===== config.mk =====
export PLATFORM = sky130hd
export DESIGN_NAME = mem_bus_arbiter
export DESIGN_NICKNAME = d
export VERILOG_FILES = /design/src/rtl/mem_bus_arbiter.sv
export SDC_FILE = /design/constraint.sdc
export NUM_CORES = 1
export LEC_CHECK = 0
export CAP_MARGIN = 20
export CORE_UTILIZATION = 31
export CTS_CLUSTER_DIAMETER = 200
export DETAILED_ROUTE_END_ITERATION = 8
export HOLD_SLACK_MARGIN = 0.15
export PLACE_DENSITY = 0.73
export SLEW_MARGIN = 40
export SYNTH_ARGS = -nofsm -noshare
export SYNTH_HDL_FRONTEND = slang
export SYNTH_SLANG_ARGS = --single-unit

===== constraint.sdc =====
create_clock -name clk -period 4.6 [get_ports clk]
set_input_delay 0.92 -clock clk [delete_from_list [all_inputs] [get_ports clk]]
set_output_delay 0.92 -clock clk [all_outputs]
set_load 0.01 [all_outputs]

===== src/rtl/mem_bus_arbiter.sv =====
// Round-robin arbiter and address decoder sharing the ROM/RAM bus between fetch (m0) and load/store (m1).
// Optional fault capture registers are enabled by defining MEM_ARB_FAULT_CAPTURE_EN.
module mem_bus_arbiter #(
  parameter int ROM_WAIT = 1,
  parameter int RAM_WAIT = 0
) (
  input  logic        clk,
  input  logic        reset_n,
  input  logic        m0_req,
  input  logic [31:0] m0_addr,
  output logic [31:0] m0_rdata,
  output logic        m0_ack,
  output logic        m0_err,
  input  logic        m1_req,
  input  logic        m1_we,
  input  logic [31:0] m1_addr,
  input  logic [31:0] m1_wdata,
  output logic [31:0] m1_rdata,
  output logic        m1_ack,
  output logic        m1_err,
  output logic [31:0] mem_addr,
  output logic [31:0] mem_wdata,
  input  logic [31:0] mem_rdata,
  output logic        rom_cs,
  output logic        ram_cs,
  output logic        ram_we
`ifdef MEM_ARB_FAULT_CAPTURE_EN
  ,
  input  logic        fault_clr,
  output logic        fault_valid,
  output logic [31:0] fault_addr,
  output logic        fault_src
`endif
);

  localparam logic [1:0] S_IDLE   = 2'd0;
  localparam logic [1:0] S_ACCESS = 2'd1;
  localparam logic [1:0] S_RESP   = 2'd2;
  localparam logic [1:0] S_ERR    = 2'd3;

  localparam logic [3:0] ROM_WAIT_C = 4'(ROM_WAIT);
  localparam logic [3:0] RAM_WAIT_C = 4'(RAM_WAIT);

  logic [1:0]  r_state;
  logic        r_lastGrant;
  logic        r_port;
  logic        r_we;
  logic        r_isRom;
  logic [31:0] r_addr;
  logic [31:0] r_wdata;
  logic [31:0] r_rdata;
  logic [3:0]  r_waitCnt;

  logic        w_anyReq;
  logic        w_grantPort;
  logic [31:0] w_gAddr;
  logic        w_gWe;
  logic [31:0] w_gWdata;
  logic        w_isRom;
  logic        w_isRam;
  logic        w_decErr;
  logic        w_access;

  // On a tie the port not served last wins, which keeps both masters from starving.
  always_comb begin
    w_anyReq    = m0_req | m1_req;
    w_grantPort = 1'b0;
    if (m0_req && m1_req) begin
      w_grantPort = ~r_lastGrant;
    end else if (m1_req) begin
      w_grantPort = 1'b1;
    end
    w_gAddr  = w_grantPort ? m1_addr : m0_addr;
    w_gWe    = w_grantPort & m1_we;
    w_gWdata = w_grantPort ? m1_wdata : 32'h0;
    w_isRom  = (w_gAddr <= 32'h0000_03FF);
    w_isRam  = (w_gAddr >= 32'h0000_0400) && (w_gAddr <= 32'h0000_04FF);
    w_decErr = (w_gAddr[1:0] != 2'b00) || !(w_isRom || w_isRam) || (w_isRom && w_gWe);
  end

  always_ff @(posedge clk or negedge reset_n) begin
    if (!reset_n) begin
      r_state     <= S_IDLE;
      r_lastGrant <= 1'b0;
      r_port      <= 1'b0;
      r_we        <= 1'b0;
      r_isRom     <= 1'b0;
      r_addr      <= 32'h0;
      r_wdata     <= 32'h0;
      r_rdata     <= 32'h0;
      r_waitCnt   <= 4'h0;
    end else begin
      case (r_state)
        S_IDLE: begin
          if (w_anyReq) begin
            r_port      <= w_grantPort;
            r_lastGrant <= w_grantPort;
            r_addr      <= w_gAddr;
            r_we        <= w_gWe;
            r_wdata     <= w_gWdata;
            r_isRom     <= w_isRom;
            r_rdata     <= 32'h0;
            if (w_decErr) begin
              r_state <= S_ERR;
            end else begin
              r_waitCnt <= w_isRom ? ROM_WAIT_C : RAM_WAIT_C;
              r_state   <= S_ACCESS;
            end
          end
        end
        S_ACCESS: begin
          if (r_waitCnt != 4'h0) begin
            r_waitCnt <= r_waitCnt - 4'h1;
          end else begin
            r_rdata <= r_we ? 32'h0 : mem_rdata;
            r_state <= S_RESP;
          end
        end
        S_RESP:  r_state <= S_IDLE;
        S_ERR:   r_state <= S_IDLE;
        default: r_state <= S_IDLE;
      endcase
    end
  end

  // Everything below is decoded from registered state so reset silences the bus immediately.
  always_comb begin
    w_access  = (r_state == S_ACCESS);
    rom_cs    = w_access & r_isRom;
    ram_cs    = w_access & ~r_isRom;
    ram_we    = w_access & ~r_isRom & r_we;
    mem_addr  = w_access ? r_addr : 32'h0;
    mem_wdata = (w_access && r_we) ? r_wdata : 32'h0;
    m0_ack    = (r_state == S_RESP) & ~r_port;
    m1_ack    = (r_state == S_RESP) & r_port;
    m0_err    = (r_state == S_ERR) & ~r_port;
    m1_err    = (r_state == S_ERR) & r_port;
    m0_rdata  = m0_ack ? r_rdata : 32'h0;
    m1_rdata  = m1_ack ? r_rdata : 32'h0;
  end

`ifdef MEM_ARB_FAULT_CAPTURE_EN
  logic        r_faultValid;
  logic [31:0] r_faultAddr;
  logic        r_faultSrc;

  // First error is sticky; a clear coinciding with a new error re-arms and captures it.
  always_ff @(posedge clk or negedge reset_n) begin
    if (!reset_n) begin
      r_faultValid <= 1'b0;
      r_faultAddr  <= 32'h0;
      r_faultSrc   <= 1'b0;
    end else if ((r_state == S_ERR) && (!r_faultValid || fault_clr)) begin
      r_faultValid <= 1'b1;
      r_faultAddr  <= r_addr;
      r_faultSrc   <= r_port;
    end else if (fault_clr) begin
      r_faultValid <= 1'b0;
    end
  end

  assign fault_valid = r_faultValid;
  assign fault_addr  = r_faultAddr;
  assign fault_src   = r_faultSrc;
`endif

endmodule


==> impl_metrics.toml, run 1 <==
[run_status]
status = "finished, final reports clean"

[floorplanning]
die-area_mm2 = 0.0178
pin_count = 268
rows = 47
die_x_um = 133
design.core.area_mm2 = 0.0167
die_height_um = 133
start_util_pct = 32.0

[worst_setup_path]
r2r_end = "r_rdata[24]$_DFFE_PN0P_"
ff2ff_setup_slack_ns = 2.12
worstPathRequired_ns = 3.68
end_kind = "primary output"
criticalPathCategory = "reg2out"
cp_max_fo = 41
ff2ff_path_depth = 6
timing.rr.start = "r_state[0]$_DFFE_PN0P_"
worstSetupStartpointType = "flop"
arrival_ns = 2.61

[clock_network]
cts_sinks = 105
cts_made_buffers = 9
ctsResizeCount = 0
ctsLongestPathBuffers = 2
post_cts_buffers = 0
cts_tree = "yes"
htree_levels = 3
root_buffer = "clkbuf_16"
clk_latency_ns = 0.34
hold_buffers = 0
cts.clk_slew.worst_paths_ns = 0.07

[place]
placement.cell_area_mm2 = 0.00821
io_buffer_count = 267
gp_congestion = 0.848
dp_hpwl_mm = 12.2

[yosys]
ys_ff_latch = 105
syn-instance-count = 612
yosys_warnings = 0
seq_area_frac_synth_pct = 49.2
ys_types = 37
async_flop_share_pct = 100
avgSynthCellArea_um2 = 8.73
synth-edff-count = 0
synth_ff_type = "dfrtp_1"
synth_area_mm2 = 0.00534
syn_nets = 746

[layout]
final_cell_mix = "clkdlybuf4s50_1, nand2_1, dfrtp_1"
nets = 987
fillers = 1580
num_antenna_cells = 0
stdcell_area_mm2 = 0.00849
area_delta_synth_final_pct = 58.9
drive_gt1_share_pct = 4.66
final_common_cell = "clkdlybuf4s50_1"

[sta]
finalMaxSlewViolations = 0
setup_viol = 0
relSlewSlack_pct = 54.2
worst_slew_pin_slew_ns = 0.687
hold_viol = 0
worst_clock_skew_ns = 0.00665
final.min_clock_period_ns = 3.53
clock.fmax_mhz = 283
finalCritPeriodShare_pct = 76.7
rsz0062_at_grt = "no"
final.setup.tns_ns = 0

[pwr]
ir_drop_mv = 0.254
power.density_mw_per_mm2 = 478
p_leak_nw = 3.76

[worst_hold_path]
min_to = "r_rdata[17]$_DFFE_PN0P_"
hold_path.class = "reg2reg"
min_from = "r_rdata[17]$_DFFE_PN0P_"
worstHoldPathCells = 2

[routing]
vias_per_cell = 4.83
route.met3.wl_um = 900
vias = 5202
first_iter_violations = 280
drc = 0
wl_mm = 17.1
wl_met2_mm = 8.25
drtPass1Iterations = 4
wl_per_cell_um = 15.9
wl_met1_mm = 7.56
ant_nets = 0
highest_layer = "met4"

[job]
drv_cap = 0

[grt]
grt_pass1_wl_mm = 27.2
grtUsageTotal_pct = 19.4
overflow = 0
antenna_found_initial = 0
grt_pass1_vias = 5101
grt_max_degree = 75
[per-stage QoR]
stage	power (mW)	hold slack, ns	util (%)	setup slack (ns)	cells
5_1_grt	4.36	0.514	50.8	0.846	1078
3_5_place_dp	3.37	0.462	49.2	1.19	1062
3_3_place_gp	3.33	0.456	49.1	1.23	1062
6_report	4.06	0.476	50.8	1.07	1078
4_1_cts	4.11	0.479	50.8	1.03	1078
2_1_floorplan	2.50	0.442	-	2.35	612
[report_power, final]
group	switching, mW	total, mW	leakage (nW)	internal [mW]
clock	0.355	0.724	0.121	0.369
sequential	0.213	1.46	1.32	1.25
combinational	1.00	1.87	2.32	0.867
total	1.57	4.06	3.76	2.49
[how the worst max path moves through the flow]
stage	startpoint	endpoint	slack, ns	cells past startpoint
global route	r_state[0]$_DFFE_PN0P_	ram_we	0.85	4
finish	r_state[0]$_DFFE_PN0P_	mem_wdata[2]	1.07	4
detailed placement	m0_req	r_waitCnt[0]$_DFFE_PN0P_	1.19	7
CTS	r_state[0]$_DFFE_PN0P_	mem_wdata[1]	1.03	4
global placement	m0_req	r_waitCnt[3]$_DFFE_PN0P_	1.23	7
floorplan	r_state[0]$_DFFE_PN0P_	mem_addr[10]	2.35	4
[state kept, by name, indices dropped and copies added, names as in the netlist]
name and count:
r_addr 32, r_rdata 32, r_wdata 32, r_waitCnt 4, r_state 2, r_isRom 1, r_port 1, r_we 1
[area by class of cell]
| cell class | count | area, um^2 | area share, % |
|---|---|---|---|
| flip-flops and latches | 105 | 2630 | 31.0 |
| clock buffers | 10 | 229 | 2.70 |
| clock inverters | 6 | 43.8 | 0.516 |
| multi-input cells | 457 | 2550 | 30.0 |
| well taps | 220 | 275 | 3.24 |
| inverters | 3 | 11.3 | 0.133 |
| repair buffers | 277 | 2750 | 32.4 |
[worst max-delay path, stage by stage, from the launching register on]
cell,delay (ns)
dfrtp_1,0.45
nor2b_4,0.57
buf_4,0.46
and3_1,0.23
clkdlybuf4s50_1,0.54
[cell families after synthesis]
group                      Yosys count  synth area share (%)
and+or+nand+nor                    367                  33.8
muxes                                1                 0.187
adders and majority gates            1                 0.234
buffers and inverters               50                  3.79
DFF                                105                  49.2
AOI/OAI and AO/OA                   88                  12.7
[routing by layer]
metal,global-route usage [%],vias to the layer above
met5,0,-
met4,7.07,0
met3,3.73,22
met2,32.2,177
met1,25.2,2446
li1,-,2557
[synth_stat cells (all sizes together), types with 3 or more instances]
master    n  area (um^2)
a21oi     4         20.0
clkbuf   36          135
buf      11         56.3
o21ai     6         30.0
nand2   134          503
and2     96          601
a22o     34          298
nand3    37          185
inv       3         11.3
nor3b     3         22.5
a31oi    32          200
dfrtp   105         2630
and3     36          225
nor4      9         56.3
nor2     44          165
No activity file was read; power rests on OpenSTA's default activity.
==> run 2: changes to the inputs <==
==> constraint.sdc (replaced) <==
create_clock -name clk -period 3.3 [get_ports clk]
set_input_delay 0.66 -clock clk [delete_from_list [all_inputs] [get_ports clk]]
set_output_delay 0.66 -clock clk [all_outputs]
set_load 0.01 [all_outputs]
==> run 2 against run 1 <==
Non-clock buffer count rose by 7. Critical endpoint is now mem_wdata[20]. Core utilization is 0.47 points higher. Sequential share of layout area down 0.30 points. Clock skew rose by 0.0040 ns. Cell count grew 0.65%.
==> impl_metrics.toml, run 2 (same netlist as run 1, synthesis figures left out) <==
[worst_setup_path]
worst_path_dominant_cell_family = "buffers and inverters"
arrival_ns = 2.06
end_kind = "primary output"
cp.buffers_inverters = 2
cp_cell_sequence = "nor2b_4, buf_12, and3_1, clkdlybuf4s50_1"
slowest_delay_ns = 0.57
criticalPathCategory = "reg2out"
worstSetupStartpointType = "flop"
cp_max_fo = 69
cpMaxStageDelayCell = "clkdlybuf4s50_1"
worstPathRequired_ns = 2.64

[sta]
fin_hold_ws_ns = 0.277
finalMaxSlewViolations = 0
clock.fmax_mhz = 367
hold_viol = 0
worst_slew_pin_slew_ns = 0.645
final.min_clock_period_ns = 2.72
final.setup.tns_ns = 0
rsz0062_at_grt = "no"
finalCritPeriodShare_pct = 82.5
relSlewSlack_pct = 56.9
setup_viol = 0
worst_clock_skew_ns = 0.0107

[worst_hold_path]
hold_path.class = "in2async"

[pwr]
ir_drop_mv = 0.463
p_int_mw = 3.53
p_leak_nw = 3.82
power_frac_comb_pct = 46.9
power.density_mw_per_mm2 = 669
p_clk_share_pct = 18.0
seq_power_share_pct = 35.1
swShare_pct = 38.4
p_sw_mw = 2.20

[place]
io_buffer_count = 267
placement.cell_area_mm2 = 0.00828
gp_congestion = 0.870
dp_hpwl_mm = 12.2
dp.cells = 1069

[floorplanning]
pin_count = 268
die_height_um = 133
start_util_pct = 32.0
rows = 47
die-area_mm2 = 0.0178
design.core.area_mm2 = 0.0167
die_x_um = 133

[routing]
drtPass1Iterations = 6
wl_per_cell_um = 15.9
vias_per_cell = 4.88
wl_mm = 17.3
ant_nets = 0
vias = 5297
drc = 0
first_iter_violations = 233

[clock_network]
cts_tree = "yes"
cts_made_buffers = 9
ctsResizeCount = 0
ctsLongestPathBuffers = 2
htree_levels = 3
clk_latency_ns = 0.34
cts_sinks = 105
cts.clk_slew.worst_paths_ns = 0.08
hold_buffers = 0
root_buffer = "clkbuf_16"
post_cts_buffers = 0

[layout]
largestRegisters = "r_addr (32), r_rdata (32), r_wdata (32)"
nets = 994
final_cell_mix = "clkdlybuf4s50_1, nand2_1, dfrtp_1"
stdcell_area_mm2 = 0.00856
final_common_cell = "clkdlybuf4s50_1"
area_delta_synth_final_pct = 60.3
stdcell_count = 1085
drive_gt1_share_pct = 5.09
num_antenna_cells = 0
fillers = 1630

[grt]
grt_pass1_wl_mm = 27.5
grt_pass1_vias = 5107
grt_max_degree = 70
antenna_found_initial = 0
overflow = 0
grtUsageTotal_pct = 19.6

[run_status]
status = "finished, final reports clean"

[job]
drv_cap = 0
==> run 2: worst paths after layout <==
| path | startpoint | slack [ns] | end | cells after the start |
|---|---|---|---|---|
| min in group clk | r_rdata[26]$_DFFE_PN0P_ | 0.48 | r_rdata[26]$_DFFE_PN0P_ | 2 |
| max in group asynchronous | reset_n | 2.32 | r_rdata[25]$_DFFE_PN0P_ | 2 |
| worst min-delay path | reset_n | 0.28 | r_addr[7]$_DFFE_PN0P_ | 1 |
| worst max-delay path | r_state[0]$_DFFE_PN0P_ | 0.58 | mem_wdata[20] | 4 |
| worst max register to register | r_state[0]$_DFFE_PN0P_ | 1.17 | r_addr[28]$_DFFE_PN0P_ | 5 |
| worst min register to register | r_rdata[26]$_DFFE_PN0P_ | 0.48 | r_rdata[26]$_DFFE_PN0P_ | 2 |
==> run 2: metrics by stage <==
stage / setup slack [ns] / power, mW / utilization (%)
final: 0.577 / 5.73 / 51.3
after global routing: 0.439 / 6.15 / 51.3
after CTS: 0.543 / 5.79 / 51.3
after detailed placement: 0.484 / 4.74 / 49.6
after global placement: 0.542 / 4.69 / 49.6
after floorplan: 1.31 / 3.48 / -
==> run 2: power groups by stage <==
| stage | Combinational, mW | Sequential, mW | Clock [mW] |
|---|---|---|---|
| after floorplan | 1.54 | 1.94 | 0 |
| after global placement | 2.68 | 2.01 | 0 |
| after detailed placement | 2.72 | 2.03 | 0 |
| after CTS | 2.72 | 2.01 | 1.07 |
| after global routing | 2.97 | 2.07 | 1.12 |
| final | 2.68 | 2.01 | 1.03 |
==> run 2: routing by layer <==
metal,vias to the layer above,global-route usage [%],share of wire (%)
li1,2577,-,-
met1,2513,25.0,43
met2,183,32.4,48
met3,24,4.19,6.2
met4,0,7.51,2.3
met5,-,0,0
==> run 2: final cells by class <==
cell class                 count  area (um^2)  share of cell area [%]
tap                          220          275                    3.21
inverter                       3         11.3                   0.131
sequential                   105         2630                    30.7
clock buffer                  11          243                    2.83
multi-input combinational    457         2540                    29.7
timing repair buffer         284         2820                    33.0
clock inverter                 5         40.0                   0.467
